<file path="config.mk">
export PLATFORM = sky130hd
export DESIGN_NAME = alu_seq_ctrl_flat
export DESIGN_NICKNAME = d
export VERILOG_FILES = /design/src/rtl/alu_seq_ctrl_if.sv /design/src/rtl/alu_seq_ctrl.sv /design/src/flat_wrapper.sv
export SDC_FILE = /design/constraint.sdc
export NUM_CORES = 1
export LEC_CHECK = 0
export ABC_AREA = 0
export BUFFER_PORTS_ARGS = -buffer_cell sky130_fd_sc_hd__buf_4
export CAP_MARGIN = 0
export CORE_UTILIZATION = 45
export DETAILED_ROUTE_END_ITERATION = 12
export PLACE_DENSITY_LB_ADDON = 0.08
export SYNTH_ARGS = -nofsm -noshare
export SYNTH_HDL_FRONTEND = slang
export SYNTH_SLANG_ARGS = --single-unit
</file>
<file path="constraint.sdc">
create_clock -name CLOCK_50 -period 3.7 [get_ports CLOCK_50]
set_clock_uncertainty 0.2 [all_clocks]
set_input_delay 0.74 -clock CLOCK_50 [delete_from_list [all_inputs] [get_ports CLOCK_50]]
set_output_delay 0.74 -clock CLOCK_50 [all_outputs]
set_load 0.01 [all_outputs]
</file>
<file path="src/rtl/alu_seq_ctrl_if.sv">
// rtl/alu_seq_ctrl_if.sv - switch/button inputs and operand/result outputs of the ALU sequencer
interface alu_seq_ctrl_if;
    logic [3:0] SW;
    logic       ENTER;
    logic       SUB;
    logic [3:0] A;
    logic [3:0] B;
    logic [3:0] R;
    logic       ovf;
    logic [1:0] STATE;
    logic       R_VALID;

    modport master (
        output SW, ENTER, SUB,
        input  A, B, R, ovf, STATE, R_VALID
    );

    modport slave (
        input  SW, ENTER, SUB,
        output A, B, R, ovf, STATE, R_VALID
    );
endinterface

</file>
<file path="src/rtl/alu_seq_ctrl.sv">
// rtl/alu_seq_ctrl.sv - debounced ENTER sequencer for 4-bit add/subtract operand entry
module alu_seq_ctrl #(
    parameter int DEBOUNCE_CYCLES = 4
) (
    input logic          CLOCK_50,
    input logic          RST,
    alu_seq_ctrl_if.slave bus
);
    localparam int CW = $clog2(DEBOUNCE_CYCLES + 1);
    localparam logic [CW-1:0] CNT_MAX = CW'(DEBOUNCE_CYCLES);

    typedef enum logic [1:0] {
        LOAD_A = 2'b00,
        LOAD_B = 2'b01,
        EXEC   = 2'b10,
        SHOW   = 2'b11
    } state_t;

    state_t          state;
    state_t          state_next;
    logic            sync1;
    logic            enter_s;
    logic [CW-1:0]   run_cnt;
    logic            run_full;
    logic            armed;
    logic            accept;
    logic [3:0]      a_q;
    logic [3:0]      b_q;
    logic [3:0]      r_q;
    logic            ovf_q;
    logic [3:0]      b_x;
    logic [3:0]      sum;
    logic            ovf_next;
    logic            r_valid;

    assign run_full = (run_cnt == CNT_MAX);

    // run_cnt counts the current cycle, so it restarts at 1 whenever enter_s is about to flip
    always_ff @(posedge CLOCK_50) begin
        if (RST) begin
            sync1   <= 1'b0;
            enter_s <= 1'b0;
            run_cnt <= '0;
            armed   <= 1'b0;
            accept  <= 1'b0;
        end else begin
            sync1   <= bus.ENTER;
            enter_s <= sync1;
            if (sync1 != enter_s)
                run_cnt <= CW'(1);
            else if (!run_full)
                run_cnt <= run_cnt + CW'(1);
            accept <= armed && enter_s && run_full;
            if (armed && enter_s && run_full)
                armed <= 1'b0;
            else if (!enter_s && run_full)
                armed <= 1'b1;
        end
    end

    always_ff @(posedge CLOCK_50) begin
        if (RST)
            state <= LOAD_A;
        else
            state <= state_next;
    end

    always_comb begin
        state_next = state;
        case (state)
            LOAD_A:  if (accept) state_next = LOAD_B;
            LOAD_B:  if (accept) state_next = EXEC;
            EXEC:    state_next = SHOW;
            SHOW:    if (accept) state_next = LOAD_B;
            default: state_next = LOAD_A;
        endcase
    end

    always_comb begin
        r_valid = (state == SHOW);
    end

    // Subtraction reuses the adder: invert B and inject SUB as carry-in
    assign b_x      = b_q ^ {4{bus.SUB}};
    assign sum      = a_q + b_x + {3'b000, bus.SUB};
    assign ovf_next = (a_q[3] == b_x[3]) && (sum[3] != a_q[3]);

    always_ff @(posedge CLOCK_50) begin
        if (RST) begin
            a_q   <= 4'b0000;
            b_q   <= 4'b0000;
            r_q   <= 4'b0000;
            ovf_q <= 1'b0;
        end else begin
            case (state)
                LOAD_A: if (accept) a_q <= bus.SW;
                LOAD_B: if (accept) b_q <= bus.SW;
                EXEC: begin
                    r_q   <= sum;
                    ovf_q <= ovf_next;
                end
                SHOW: if (accept) begin
                    a_q   <= bus.SW;
                    r_q   <= 4'b0000;
                    ovf_q <= 1'b0;
                end
                default: ;
            endcase
        end
    end

    assign bus.A       = a_q;
    assign bus.B       = b_q;
    assign bus.R       = r_q;
    assign bus.ovf     = ovf_q;
    assign bus.STATE   = state;
    assign bus.R_VALID = r_valid;
endmodule

</file>
<file path="src/flat_wrapper.sv">
// flat-port wrapper written by rule: the top's interface ports become plain ports
module alu_seq_ctrl_flat 
#(
    parameter int DEBOUNCE_CYCLES = 4
)
  (CLOCK_50, RST, bus_SW, bus_ENTER, bus_SUB, bus_A, bus_B, bus_R, bus_ovf, bus_STATE, bus_R_VALID);
  alu_seq_ctrl_if bus_i ();
  input logic CLOCK_50;
  input logic RST;
  input wire logic [$bits(bus_i.SW)-1:0] bus_SW;
  input wire logic [$bits(bus_i.ENTER)-1:0] bus_ENTER;
  input wire logic [$bits(bus_i.SUB)-1:0] bus_SUB;
  output wire logic [$bits(bus_i.A)-1:0] bus_A;
  output wire logic [$bits(bus_i.B)-1:0] bus_B;
  output wire logic [$bits(bus_i.R)-1:0] bus_R;
  output wire logic [$bits(bus_i.ovf)-1:0] bus_ovf;
  output wire logic [$bits(bus_i.STATE)-1:0] bus_STATE;
  output wire logic [$bits(bus_i.R_VALID)-1:0] bus_R_VALID;
  assign bus_i.SW = bus_SW;
  assign bus_i.ENTER = bus_ENTER;
  assign bus_i.SUB = bus_SUB;
  assign bus_A = bus_i.A;
  assign bus_B = bus_i.B;
  assign bus_R = bus_i.R;
  assign bus_ovf = bus_i.ovf;
  assign bus_STATE = bus_i.STATE;
  assign bus_R_VALID = bus_i.R_VALID;
  alu_seq_ctrl #(.DEBOUNCE_CYCLES(DEBOUNCE_CYCLES)) u_core (.CLOCK_50(CLOCK_50), .RST(RST), .bus(bus_i));
endmodule
</file>
# Yosys cells after proc, flatten, opt, wreduce, memory -nomap -nowiden
# Cells that the tools add are included.
# W data, S select, Z words.
[word_totals]
register_bits = 22
latch_bits = 0
mem_bits_rw = 0
rom_bits = 0
in_bits = 8
out_inout_bits = 16
word_cells = 49
n_memories = 0
[op_classes]
add_sub_neg = 3
mul = 0
div_mod_pow = 0
magnitude_cmp = 0
n_eq_ne = 11
shifts = 0
mux = 9
n_bitwise = 1
n_reduce_logical = 14
[op_table]
columns = ["operator", "count"]
rows = [
  ["$pmux W4 S2", 1],
  ["$reduce_and A2 Y1", 4],
  ["$ne A2 B1 Y1 const B", 3],
  ["$pmux W2 S3", 1],
  ["$reduce_or A2 Y1", 3],
  ["$add A4 B1 Y4", 1],
  ["$add A4 B4 Y4", 1],
  ["$eq A2 B2 Y1 const B", 2],
  ["$logic_and A1 B1 Y1", 4],
  ["$mux W2", 2],
  ["$mux W4", 1],
  ["$xor A4 B4 Y4", 1],
  ["$add A3 B1 Y3 const B", 1],
  ["$eq A3 B3 Y1 const B", 1],
  ["$mux W1", 3],
  ["$eq A2 B1 Y1 const B", 1],
  ["$logic_not A2 Y1", 1],
  ["$ne A1 B1 Y1", 2],
  ["$ne A2 B2 Y1 const B", 1],
  ["$pmux W1 S2", 1],
  ["$reduce_bool A2 Y1", 1],
  ["$eq A1 B1 Y1", 1],
  ["$logic_not A1 Y1", 1],
]

# Logic depth before layout (Yosys ltp)
# Gate-level depths: netlist of run 1.
[depth]
ltp_word = 6
depth_mapped = 6
depth_no_buf = 6

# Least setup slack after synthesis of run 1
# Ideal clock, no wire load.
[synth_timing]
kind = "input -> register"
startpoint = "input port bus_SUB"
endpoint = "register u_core.ovf_q, in the netlist u_core.bus.ovf"
setup_time_ps = 117
arrival_ps = 1912
t_required_ps = 3383
path_slack_ps = 1471
cell_stages = 6
n_path_buf = 0
path_cell_list = "xor2_1 ha_1 a21o_1 a31o_4 mux2i_1 a22o_2"
[synth_between]
elab_chain_cells = 6
word_cells_on_any_way = 7
[synth_rtl]
columns = ["element", "line_no", "source"]
rows = [
  ["start: declaration", "flat_wrapper.sv:12", "input wire logic [$bits(bus_i.SUB)-1:0] bus_SUB;"],
  ["$xor A4 B4 Y4", "alu_seq_ctrl.sv:84", "assign b_x = b_q ^ {4{bus.SUB}};"],
  ["$add A4 B4 Y4", "alu_seq_ctrl.sv:85", "assign sum = a_q + b_x + {3'b000, bus.SUB};"],
  ["$add A4 B1 Y4", "alu_seq_ctrl.sv:85", ""],
  ["$ne A1 B1 Y1", "alu_seq_ctrl.sv:86", "assign ovf_next = (a_q[3] == b_x[3]) && (sum[3] != a_q[3]);"],
  ["$logic_and A1 B1 Y1 *", "alu_seq_ctrl.sv:86", ""],
  ["$pmux W1 S2 *", "alu_seq_ctrl.sv:95", "case (state)"],
  ["end signal: assignment", "alu_seq_ctrl.sv:100", "ovf_q <= ovf_next;"],
  ["end: declaration", "alu_seq_ctrl.sv:30", "logic ovf_q;"],
]
# Mark *: on every way between the ends. The rest lies on a longest branch, timed or not.
# A chain may end at the register's enable or synchronous reset.

# Final worst setup path of run 1
# Same ends and word-level chain as after synthesis.

==> results of run 1 <==
worst min-delay path by stage:
| stage | depth (start not counted) | startpoint | slack, ps | endpoint |
|---|---|---|---|---|
| 5_1_grt | 2 | u_core.armed | 290 | u_core.accept |
| 2_1_floorplan | 2 | u_core.armed | 210 | u_core.accept |
| 3_3_place_gp | 2 | u_core.armed | 220 | u_core.accept |
| 4_1_cts | 2 | u_core.armed | 250 | u_core.accept |
| 3_5_place_dp | 2 | u_core.armed | 230 | u_core.accept |
| 6_report | 2 | u_core.armed | 240 | u_core.accept |
final cells by class:
class	instances	area [sq um]
Fill cell	198	795
Multi-Input combinational cell	82	546
Sequential cell	22	440
Timing Repair Buffer	23	173
Clock buffer	4	36.3
Tap cell	27	33.8
Inverter	5	18.8
cells by family (layout without fill, tap and decap cells):
| logic type | after synthesis | in the layout |
|---|---|---|
| DFF | 22 | 22 |
| adders and majority gates | 8 | 8 |
| AOI/OAI and AO/OA | 22 | 22 |
| xor gates and xnor gates | 9 | 9 |
| buffers and inverters | 8 | 32 |
| and+or+nand+nor | 40 | 40 |
| muxes | 3 | 3 |
routing by layer:
metal  vias to the layer above  GRT usage [%]  wire length (microns)
met4                         0           7.14                     14
met1                       378           20.5                    852
met3                         2           3.70                     66
met5                         -              0                      0
met2                        15           29.5                    910
li1                        427              -                      -
power groups by stage:
stage,clock [mW],sequential (mW),combinational [mW]
floorplan,0,0.286,0.0940
global placement,0,0.280,0.153
detailed placement,0,0.281,0.156
CTS,0.136,0.275,0.156
global route,0.148,0.278,0.174
finish,0.130,0.275,0.155
cell usage after synthesis, drive strengths merged:
cell type / count / share of area [%]
dfxtp: 22 / 43
a21oi: 14 / 6.9
nand2: 13 / 4.8
nor2: 9 / 3.3
nand3: 8 / 3.9
ha: 7 / 8.6
xor2: 6 / 5.2
inv: 5 / 1.8
nor2b: 5 / 3.1
a22oi: 3 / 2.2
clkbuf: 3 / 1.1
nor3: 3 / 1.5
xnor2: 3 / 2.6
a22o: 2 / 1.8
mux2i: 2 / 2.0
a21o: 1 / 0.74
a31o: 1 / 1.7
fa: 1 / 2.0
mux2: 1 / 1.5
nand3b: 1 / 0.74
o21ai: 1 / 0.49
or2: 1 / 0.62
tightest hold or removal path, cell delays in order, from the launching register on:
cell and delay, ps:
dfxtp_1 330, nand2_1 50, nor3_1 30
registers in the layout (all words and copies together), names as in the netlist:
register,flops
u_core.accept,1
u_core.armed,1
u_core.bus.A,4
u_core.bus.B,4
u_core.bus.R,4
u_core.bus.STATE,2
u_core.bus.ovf,1
u_core.enter_s,1
u_core.run_cnt,3
u_core.sync1,1
==> out/qor.csv, run 1 <==
stage,metric,value,unit
cts,cts_setup_buffers,0,
route,wl_per_cell,11.3,microns
cts,cts_root_buf,clkbuf_4,
timing,fmax,476,MHz
placed_design,port_buffers,23,
synthesis,synthMuxAreaShare,3.45,%
worst_setup_path,rrSetupSlack,1780,ps
finish,drive_above_1_share,22.8,%
floorplanning,rows,16,
worst_setup_path,cp-start-kind,input pin,
synthesis,syn_inst,112,
timing,final.setup.tns,0,ps
worst_setup_path,worstRegToRegCells,6,
cts,clk_latency,300,ps
finish,final_cell_mix,"buf_4 (23), dfxtp_1 (22), a21oi_1 (14), nand2_1 (13), nor2_1 (9)",
worst_setup_path,worst_ep_arrival_time,2110,ps
placed_design,gp_congestion,0.729,
route,antenna_left,0,
route,drc,0,
synthesis,synth.cell_area,1020,sq um
synthesis,postSynthAreaPerCell,9.07,sq um
synthesis,synth_warnings,0,
floorplanning,core_area,2040,sq um
timing,fin_crit_sh,56.8,%
finish,finalInstanceArea,1250,sq um
timing,setup_violations,0,
cts,post_cts_resized,0,
worst_setup_path,crit_path_end,u_core.bus.ovf,
pwr,switchingPower,170,uW
pwr,p_leak,0.558,nW
route,via_per_inst,5.04,
worst_setup_path,worstPathCellList,buf_4 > xor2_1 > ha_1 > a21o_1 > a31o_4 > mux2i_1 > a22o_2,
synthesis,synthSimpleGateAreaFrac,18.0,%
synthesis,synth_top_family_by_area,simple AND/OR/NAND/NOR gates,
worst_setup_path,startpoint,bus_SUB,
floorplanning,dieArea,2450,sq um
synthesis,synth.net_count,128,
worst_setup_path,cp_slowest_cell,ha_1,
global_route,grt_max_degree,23,
global_route,grt_pass1_vias,780,
pwr,intPower,390,uW
route,totalWireLength,1.84,mm
global_route,track_usage,17.1,%
placed_design,place_ws,1260,ps
synthesis,synth-adder-area-share,10.6,%
floorplanning,die_w,49.5,microns
finish,final_common_cell,buf_4,
finish,fin_cells,163,
cts,cts.path.max_buffers,2,
run_status,status,finished clean,
timing,rsz0062_at_grt,false,
placed_design,dp.cells,159,
finish,final_util,61.1,%
worst_setup_path,regToRegEndpoint,u_core.bus.ovf,
timing,fin_ws,1600,ps
timing,slew_violations,0,
cts,cts_buffers,3,
floorplanning,die_h,49.5,microns
route,vias,822,
finish,syn_to_final_growth,22.8,%
timing,post-route-min-period,2100,ps
timing,hold_viol,0,
cts,cts_hold_buf,0,
floorplanning,io_pins,24,
worst_hold_path,hold_path_class,reg2reg,
global_route,gr-total-overflow,0,
pwr,fin_total_pwr,559,uW
pwr,irDropWorstVdd,0.243,mV
cts,ctsHtreeMaxLevel,1,
run,cap_violations,0,
pwr,p_clk_share,23.3,%
synthesis,ys_types,23,
pwr,p_comb_share,27.6,%
global_route,grt_first_pass_wirelength,3.21,mm
synthesis,ys_ff_latch,22,
placed_design,dpl.hpwl,1.46,mm
worst_setup_path,crit_path_end_kind,flip-flop,
synthesis,synth_compound_area_share,13.9,%
pwr,power_per_cell_area,448,nW/um^2
timing,max-slew-margin-rel,76.2,%
cts,cts_tree,built,
global_route,antenna_found_initial,0,
worst_setup_path,cp_max_fo,4,
placed_design,place_area,1210,sq um
pwr,swShare,30.3,%
pwr,sequentialPowerShare,49.1,%
worst_setup_path,slowest_delay,330,ps
finish,antenna_cells,0,
worst_setup_path,path_depth,7,
cts,cts.reportedPaths.clkPinSlew,120,ps
synthesis,synth-xor-area-share,7.76,%
worst_setup_path,cp_top_family,compound AO/OA/AOI/OAI gates,
worst_setup_path,path_buf_inv,1,
cts,cts_sinks,22,
finish,fin_nets,153,
floorplanning,start_util,49.8,%
timing,worst_slew_pin_slew,356,ps
route,drt_iter0_drc,13,
worst_setup_path,crit_type,in2reg,
timing,holdWs,242,ps
route,dr.pass1.iters,4,
worst_setup_path,r2r-start,u_core.bus.B[2],
synthesis,synth-seq-area-share,43.3,%
worst_setup_path,cp.required,3710,ps
Power figures use the tool's default switching activity.
==> inputs of run 2 (changes only) <==
- clock period: 3.7 -> 2 ns (I/O delays scaled with it)
==> run 2 against run 1 <==
Compared with the run above: count of clock-buffer cells in the layout shrank 1; highest routed layer unchanged; via count grew 1.6%; critical path type is now reg2reg; sequential share of layout area shrank 0.45 points; die area is the same; register-to-register slack lost 1700 ps; design area grew 1.3%; non-clock buffer count grew 4; power grew 81%; flip-flop and latch count is the same; clock power grew 55%.
==> out/qor.csv, run 2 (synthesis gave the netlist of run 1 again) <==
stage,metric,value,unit
pwr,switchingPower,321,uW
timing,rsz0062_at_grt,false,
cts,clk_latency,300,ps
timing,setup_violations,0,
finish,syn_to_final_growth,24.4,%
finish,fin_nets,157,
route,drc,0,
global_route,track_usage,17.2,%
route,totalWireLength,1.91,mm
pwr,intPower,692,uW
run_status,status,finished clean,
pwr,irDropWorstVdd,0.465,mV
timing,max-slew-margin-rel,79.6,%
pwr,p_clk_share,19.9,%
finish,final_util,61.9,%
global_route,grt_first_pass_wirelength,3.13,mm
worst_setup_path,cp.required,2010,ps
floorplanning,dieArea,2450,sq um
global_route,gr-total-overflow,0,
cts,cts_buffers,3,
route,via_per_inst,5.03,
finish,fillerInstances,190,
cts,cts_hold_buf,0,
timing,hold_viol,0,
finish,antenna_cells,0,
cts,cts_setup_buffers,0,
pwr,power_per_cell_area,801,nW/um^2
finish,drive_above_1_share,24.5,%
pwr,swShare,31.7,%
worst_setup_path,cp_slowest_cell,dfxtp_1,
global_route,antenna_found_initial,0,
worst_setup_path,cp_max_fo,3,
worst_setup_path,cp-start-kind,flip-flop,
worst_setup_path,worstPathCellList,xor2_1 > ha_1 > a21o_1 > a31o_4 > mux2i_1 > a22o_2,
finish,finalInstanceArea,1260,sq um
cts,post_cts_resized,0,
floorplanning,core_area,2040,sq um
worst_setup_path,crit_type,reg2reg,
placed_design,port_buffers,23,
route,drt_iter0_drc,11,
run,cap_violations,0,
worst_hold_path,hold_path_class,in2reg,
pwr,sequentialPowerShare,50.2,%
cts,cts_sinks,22,
timing,worst_slew_pin_slew,306,ps
worst_setup_path,slowest_delay,400,ps
floorplanning,die_w,49.5,microns
placed_design,dpl.hpwl,1.50,mm
cts,ctsHtreeMaxLevel,1,
timing,final.setup.tns,0,ps
timing,slew_violations,0,
global_route,grt_pass1_vias,716,
worst_setup_path,crit_path_end_kind,flip-flop,
floorplanning,rows,16,
route,dr.pass1.iters,4,
timing,fmax,533,MHz
worst_setup_path,path_buf_inv,0,
placed_design,place_area,1240,sq um
worst_setup_path,cp_top_family,compound AO/OA/AOI/OAI gates,
timing,fin_crit_sh,93.8,%
cts,cts.path.max_buffers,2,
pwr,p_leak,0.571,nW
timing,holdWs,104,ps
floorplanning,io_pins,24,
floorplanning,start_util,49.8,%
route,antenna_left,0,
route,vias,835,
pwr,fin_total_pwr,1.01,mW
cts,cts_tree,built,
placed_design,gp_congestion,0.752,
timing,post-route-min-period,1880,ps
global_route,grt_max_degree,23,
worst_setup_path,worst_ep_arrival_time,1890,ps
route,wl_per_cell,11.5,microns
cts,cts.reportedPaths.clkPinSlew,120,ps
floorplanning,die_h,49.5,microns
finish,final_cell_mix,"buf_4 (27), dfxtp_1 (22), a21oi_1 (14), nand2_1 (13), nor2_1 (9)",
cts,cts_root_buf,clkbuf_4,
finish,final_common_cell,buf_4,
pwr,p_comb_share,29.9,%
run 2: per-layer routing:
layer | global-route usage, % | share of wire, % | vias up
met5 | 0 | 0 | -
met4 | 7.14 | 1.1 | 0
met3 | 3.70 | 4.0 | 3
met2 | 28.3 | 46 | 18
met1 | 21.7 | 49 | 381
li1 | - | - | 433
run 2: path summary, 6_finish.rpt:
check                  startpoint        endpoint  slack, ps  cells after the start
setup / recovery  u_core.bus.B[2]  u_core.bus.ovf        120                      6
hold / removal          bus_ENTER    u_core.sync1        100                      2
setup reg to reg  u_core.bus.B[2]  u_core.bus.ovf        120                      6
hold reg to reg      u_core.armed   u_core.accept        250                      2
run 2: power by group through the flow:
stage / clock, mW / sequential (mW) / combinational [mW]
after floorplan: 0 / 0.529 / 0.174
after global placement: 0 / 0.517 / 0.298
after detailed placement: 0 / 0.519 / 0.304
after CTS: 0.207 / 0.509 / 0.305
after global routing: 0.224 / 0.515 / 0.341
final: 0.201 / 0.509 / 0.303
run 2: final cells by class:
| type | instances | area, sq um | area share [%] |
|---|---|---|---|
| clock buffer | 3 | 22.5 | 1.78 |
| tap | 27 | 33.8 | 2.67 |
| inverter | 5 | 18.8 | 1.49 |
| timing repair buffer | 27 | 203 | 16.0 |
| sequential | 22 | 440 | 34.9 |
| multi-input combinational | 82 | 546 | 43.2 |
run 2: stage by stage:
stage               setup slack, ps  cells
detailed placement            -32.3    163
floorplan                       111    112
CTS                             107    166
global placement             -0.189    163
global route                   62.6    166
finish                          123    166
